$ cat src/rtl/phy_tx_pkg.sv
// Shared definitions for the PHY transmit link controller: state encodings,
// default line patterns and arbiter grant indices.
package phy_tx_pkg;

    typedef enum logic [1:0] {
        StDisabled = 2'b00,
        StTrain    = 2'b01,
        StIdle     = 2'b10,
        StRun      = 2'b11
    } link_state_e;

    localparam logic [31:0] TrainWordDefault = 32'hBCBCBCBC;
    localparam logic [31:0] IdleWordDefault  = 32'h7C7C7C7C;

    localparam int unsigned BurstW  = 4;
    localparam int unsigned GntData = 0;
    localparam int unsigned GntCtrl = 1;

endpackage

$ cat src/rtl/tx_burst_arb.sv
// Two-requester arbiter for the TX slot: data wins by default, but a waiting
// control request is served after MaxBurst consecutive data grants.
module tx_burst_arb
    import phy_tx_pkg::*;
#(
    parameter int unsigned MaxBurst = 4
) (
    input  logic       clk_i,
    input  logic       rst_i,
    input  logic       en_i,
    input  logic       data_req_i,
    input  logic       ctrl_req_i,
    output logic [1:0] grant_o
);

    logic [BurstW-1:0] burst_q, burst_d;

    always_comb begin
        grant_o = '0;
        if (en_i) begin
            if (data_req_i && (!ctrl_req_i || burst_q != BurstW'(MaxBurst))) begin
                grant_o[GntData] = 1'b1;
            end else if (ctrl_req_i) begin
                grant_o[GntCtrl] = 1'b1;
            end
        end
    end

    // Counter only measures how long a pending control word has been starved.
    always_comb begin
        burst_d = burst_q;
        if (!ctrl_req_i || grant_o[GntCtrl]) begin
            burst_d = '0;
        end else if (grant_o[GntData]) begin
            burst_d = burst_q + BurstW'(1);
        end
    end

    always_ff @(posedge clk_i) begin
        if (rst_i) begin
            burst_q <= '0;
        end else begin
            burst_q <= burst_d;
        end
    end

endmodule

$ cat src/rtl/phy_tx_link_ctrl.sv
// Link bring-up sequencer and TX slot owner in front of the two-lane PHY.
// Keeps the emitted word count even so both lanes stay balanced.
module phy_tx_link_ctrl
    import phy_tx_pkg::*;
#(
    parameter int unsigned TRAIN_WORDS = 8,
    parameter logic [31:0] TRAIN_WORD  = TrainWordDefault,
    parameter logic [31:0] IDLE_WORD   = IdleWordDefault,
    parameter int unsigned MAX_BURST   = 4
) (
    input  logic        clk_2f,
    input  logic        reset,
    input  logic        link_en,
    input  logic        fifo_empty,
    input  logic [31:0] fifo_data,
    output logic        fifo_pop,
    input  logic        ctrl_req,
    input  logic [31:0] ctrl_word,
    output logic        ctrl_ack,
    output logic [31:0] data_out,
    output logic        valid_out,
    output logic        active_out,
    output logic [1:0]  state
);

    localparam int unsigned CntW = $clog2(TRAIN_WORDS + 1);

    link_state_e     state_q, state_d;
    logic [CntW-1:0] train_cnt_q, train_cnt_d;
    logic            parity_q, parity_d;
    logic [31:0]     data_q, data_d;
    logic            valid_q, valid_d;
    logic            link_up;
    logic            arb_en;
    logic [1:0]      grant;

    assign link_up = (state_q == StIdle) || (state_q == StRun);
    assign arb_en  = link_en && link_up && !reset;

    tx_burst_arb #(
        .MaxBurst (MAX_BURST)
    ) u_arb (
        .clk_i      (clk_2f),
        .rst_i      (reset),
        .en_i       (arb_en),
        .data_req_i (!fifo_empty),
        .ctrl_req_i (ctrl_req),
        .grant_o    (grant)
    );

    assign fifo_pop   = grant[GntData];
    assign ctrl_ack   = grant[GntCtrl];
    assign data_out   = data_q;
    assign valid_out  = valid_q;
    assign active_out = link_up;
    assign state      = state_q;

    // state_q describes what the output register currently presents.
    always_comb begin
        state_d     = state_q;
        train_cnt_d = train_cnt_q;
        parity_d    = parity_q;
        data_d      = IDLE_WORD;
        valid_d     = 1'b0;
        unique case (state_q)
            StDisabled: begin
                data_d = '0;
                if (link_en) begin
                    state_d     = StTrain;
                    data_d      = TRAIN_WORD;
                    valid_d     = 1'b1;
                    train_cnt_d = CntW'(1);
                end
            end
            StTrain: begin
                if (!link_en && !train_cnt_q[0]) begin
                    state_d     = StDisabled;
                    data_d      = '0;
                    train_cnt_d = '0;
                end else if (link_en && train_cnt_q == CntW'(TRAIN_WORDS)) begin
                    state_d     = StIdle;
                    train_cnt_d = '0;
                    parity_d    = 1'b0;
                end else begin
                    // An odd count finishes its pair even when the link is dropping.
                    data_d      = TRAIN_WORD;
                    valid_d     = 1'b1;
                    train_cnt_d = train_cnt_q + CntW'(1);
                end
            end
            StIdle, StRun: begin
                if (grant[GntData]) begin
                    state_d  = StRun;
                    data_d   = fifo_data;
                    valid_d  = 1'b1;
                    parity_d = !parity_q;
                end else if (grant[GntCtrl]) begin
                    state_d  = StRun;
                    data_d   = ctrl_word;
                    valid_d  = 1'b1;
                    parity_d = !parity_q;
                end else if (parity_q) begin
                    state_d  = StIdle;
                    valid_d  = 1'b1;
                    parity_d = 1'b0;
                end else if (!link_en) begin
                    state_d = StDisabled;
                    data_d  = '0;
                end else begin
                    state_d = StIdle;
                end
            end
        endcase
    end

    always_ff @(posedge clk_2f) begin
        if (reset) begin
            state_q     <= StDisabled;
            train_cnt_q <= '0;
            parity_q    <= 1'b0;
            data_q      <= '0;
            valid_q     <= 1'b0;
        end else begin
            state_q     <= state_d;
            train_cnt_q <= train_cnt_d;
            parity_q    <= parity_d;
            data_q      <= data_d;
            valid_q     <= valid_d;
        end
    end

endmodule

$ cat config.mk
export PLATFORM = sky130hd
export DESIGN_NAME = phy_tx_link_ctrl
export DESIGN_NICKNAME = d
export VERILOG_FILES = /design/src/rtl/phy_tx_pkg.sv /design/src/rtl/tx_burst_arb.sv /design/src/rtl/phy_tx_link_ctrl.sv
export SDC_FILE = /design/constraint.sdc
export NUM_CORES = 1
export LEC_CHECK = 0
export CORE_UTILIZATION = 38
export DETAILED_ROUTE_END_ITERATION = 6
export MAX_ROUTING_LAYER = met4
export PLACE_DENSITY = 0.8
export SLEW_MARGIN = 20
export SYNTH_ARGS = -nofsm -noshare
export SYNTH_HDL_FRONTEND = slang
export SYNTH_SLANG_ARGS = --single-unit
$ cat constraint.sdc
create_clock -name clk_2f -period 2.2 [get_ports clk_2f]
set_input_delay 0.44 -clock clk_2f [delete_from_list [all_inputs] [get_ports clk_2f]]
set_output_delay 0.44 -clock clk_2f [all_outputs]
set_load 0.02 [all_outputs]
==> flow_summary_export.csv <==
group,metric,value,unit
run_status,status,"complete, no violations",
placed_design,port_buffers,106,
route,detail-route-antenna-nets,0,
global_routing,grt_pass1_wl,8.85,mm
power,internal-power,1.27,mW
sta,fin_crit,2.13,ns
placed_design,dpl.hpwl,4.20,mm
worst_setup_path,crit_fanout,3,
floorplan,start_util,39.3,%
floorplan,die_w,71.9,microns
logic_synthesis,postSynthRegisterBits,44,
route,dr.pass1.iters,4,
layout,final_cell_mix,"104 x clkdlybuf4s50_1, 43 x dfxtp_1, 17 x buf_4",
worst_setup_path,r2r_slack,0.47,ns
layout,final_common_cell,"clkdlybuf4s50_1",
clocking,cts_root_buffer,"clkbuf_8",
clocking,cts_setup_buffers,0,
clocking,clockBufferDepth,2,
run,drv_cap,0,
global_routing,globalRouteOverflowTotal,0,
sta,slew_violations,0,
worst_setup_path,path_class,"input port to output pin",
layout,drive_above_1_share,17.6,%
clocking,cts.clk_slew.worst_paths,0.08,ns
layout,nets,361,
logic_synthesis,postSynthCellCount,172,
clocking,cts.repair.resized,3,
logic_synthesis,synth-async-reset-ratio,0,%
placed_design,finalWeightedCongestion,0.825,
logic_synthesis,synth_edf_count,0,
layout,antennaDiodeCount,0,
worst_setup_path,setup.worst_path.end_class,"output pin",
route,drc_errors,0,
layout,final_area,3140,sq um
power,power.clock.fraction,32.4,%
global_routing,antenna_found_initial,0,
power,sw_frac_of_total,24.0,%
sta,finalCritPeriodShare,96.8,%
logic_synthesis,syn_nets,245,
hold_path,hp-class,"register to register",
floorplan,core,4720,sq um
sta,rsz0062_at_grt,"false",
worst_setup_path,timing.rr.start,"train_cnt_q[0]",
logic_synthesis,yosys_warnings,0,
clocking,clock_sinks,44,
power,irDropWorstVdd,0.000368,V
power,p_sw,399,uW
hold_path,hold_path_end,"u_arb.burst_q[1]",
hold_path,hold_path_depth,2,
global_routing,gr-usage-all-layers,22.8,%
route,drtIter0Drc,142,
global_routing,grt_max_degree,22,
route,vias,1922,
sta,fmax,469,MHz
route,wl,5.78,mm
route,wl_per_cell,16.2,microns
power,p_per_area,530,nW/um^2
sta,relSlewSlack,74.3,%
route,viasPerCell,5.40,
clocking,cts_buffers,5,
power,leakagePower,1.16,nW
sta,clock_skew,0.00343,ns
worst_setup_path,arrival,1.69,ns
hold_path,hp-start,"u_arb.burst_q[1]",
sta,hold_viol_final,0,
floorplan,io_pins,107,
floorplan,die_h,71.9,microns
logic_synthesis,mappedNetlistArea,1860,sq um
power,comb_power_share,17.4,%
worst_setup_path,worstPathRequired,1.76,ns
clocking,clk-insertion-delay-late,0.30,ns
clocking,postCtsHoldBufs,0,
floorplan,fp-row-count,25,
worst_setup_path,cp-start-kind,"input port",
sta,worstMarginPinSlew,0.384,ns
clocking,ctsHtreeMaxLevel,2,
floorplan,die-area,5170,sq um
power,p_seq_share,50.2,%
global_routing,grt_pass1_vias,1740,
worst_setup_path,regToRegEndpoint,"data_out[7]",
power,fin_total_pwr,1.66,mW
logic_synthesis,synth-main-ff-cell,"dfxtp_1",
layout,area_growth,69.1,%
logic_synthesis,avgSynthCellArea,10.8,sq um
sta,setup_violations,0,
clocking,cts_tree,"built",
logic_synthesis,synth.distinct_cells,40,
worst_setup_path,worstRegToRegCells,6,
logic_synthesis,yosysSeqAreaShare,47.4,%
placed_design,dpl-instance-area,3050,sq um
[power by group through the flow]
stage               clock [mW]  sequential [mW]  combinational (mW)
floorplan                    0            0.886              0.0601
global placement             0            0.854               0.283
detailed placement           0            0.855               0.288
CTS                      0.553            0.836               0.290
global route             0.582            0.839               0.306
finish                   0.540            0.836               0.290
[registers in the layout, summed over array words and instances (netlist names)]
register and flops:
u_arb.burst_q 4, train_cnt_q 4, valid_out 1, data_out 32
state 2, parity_q 1
[cell usage after synthesis, drive strengths merged, types with 6 or more instances]
cell type / number / area, sq um
buf: 7 / 53.8
nand2: 6 / 22.5
dfxtp: 44 / 881
a22o: 8 / 70.1
inv: 9 / 36.3
nor4: 8 / 50.1
o221a: 16 / 180
nand4: 7 / 43.8
clkbuf: 7 / 26.3
a21oi: 8 / 40.0
[layer usage]
layer	global-route usage (%)	part of all wire, %
met1	29.3	44
met2	35.4	47
met3	5.69	7.3
met4	7.19	1.6
met5	-	0
[cells by family after synthesis]
| family | Yosys count | share of synthesized area [%] |
|---|---|---|
| adders and majority gates | 4 | 2.70 |
| buffers and inverters | 23 | 6.27 |
| DFF | 44 | 47.4 |
| and+or+nand+nor | 43 | 16.0 |
| AOI/OAI and AO/OA | 58 | 27.6 |
[worst max path at each step]
| stage | cells after the start | to | startpoint | slack, ns |
|---|---|---|---|---|
| final | 5 | fifo_pop | link_en | 0.07 |
| after global routing | 5 | fifo_pop | reset | 0.01 |
| after CTS | 5 | fifo_pop | link_en | 0.01 |
| after detailed placement | 5 | fifo_pop | link_en | -0.26 |
| after global placement | 5 | fifo_pop | link_en | -0.24 |
| after floorplan | 7 | ctrl_ack | u_arb.burst_q[0] | 0.39 |
[per-stage QoR]
| stage | worst slack (ns) | TNS, ns | instances | utilization (%) | hold WS, ns |
|---|---|---|---|---|---|
| floorplan | 0.393 | 0 | 172 | - | 0.448 |
| global placement | -0.243 | -0.483 | 348 | 64.6 | 0.472 |
| detailed placement | -0.258 | -0.512 | 348 | 64.6 | 0.484 |
| CTS | 0.0128 | 0 | 356 | 66.5 | 0.488 |
| global route | 0.00995 | 0 | 356 | 66.5 | 0.511 |
| finish | 0.0697 | 0 | 356 | 66.5 | 0.492 |
[final cells by class]
| cell class | count | area (sq um) |
|---|---|---|
| repair buffers | 123 | 1180 |
| fillers | 367 | 1580 |
| flip-flops and latches | 44 | 882 |
| clock inverters | 1 | 7.51 |
| inverters | 9 | 36.3 |
| clock buffers | 7 | 86.3 |
| multi-input cells | 105 | 861 |
| well taps | 67 | 83.8 |
[worst max-delay path, cell delays in order]
cell	delay [ns]
clkdlybuf4s50_1	0.47
and3b_2	0.25
nand3_2	0.11
inv_2	0.07
dlygate4sd2_1	0.34
Note: power is estimated with default switching activity, not from simulation.
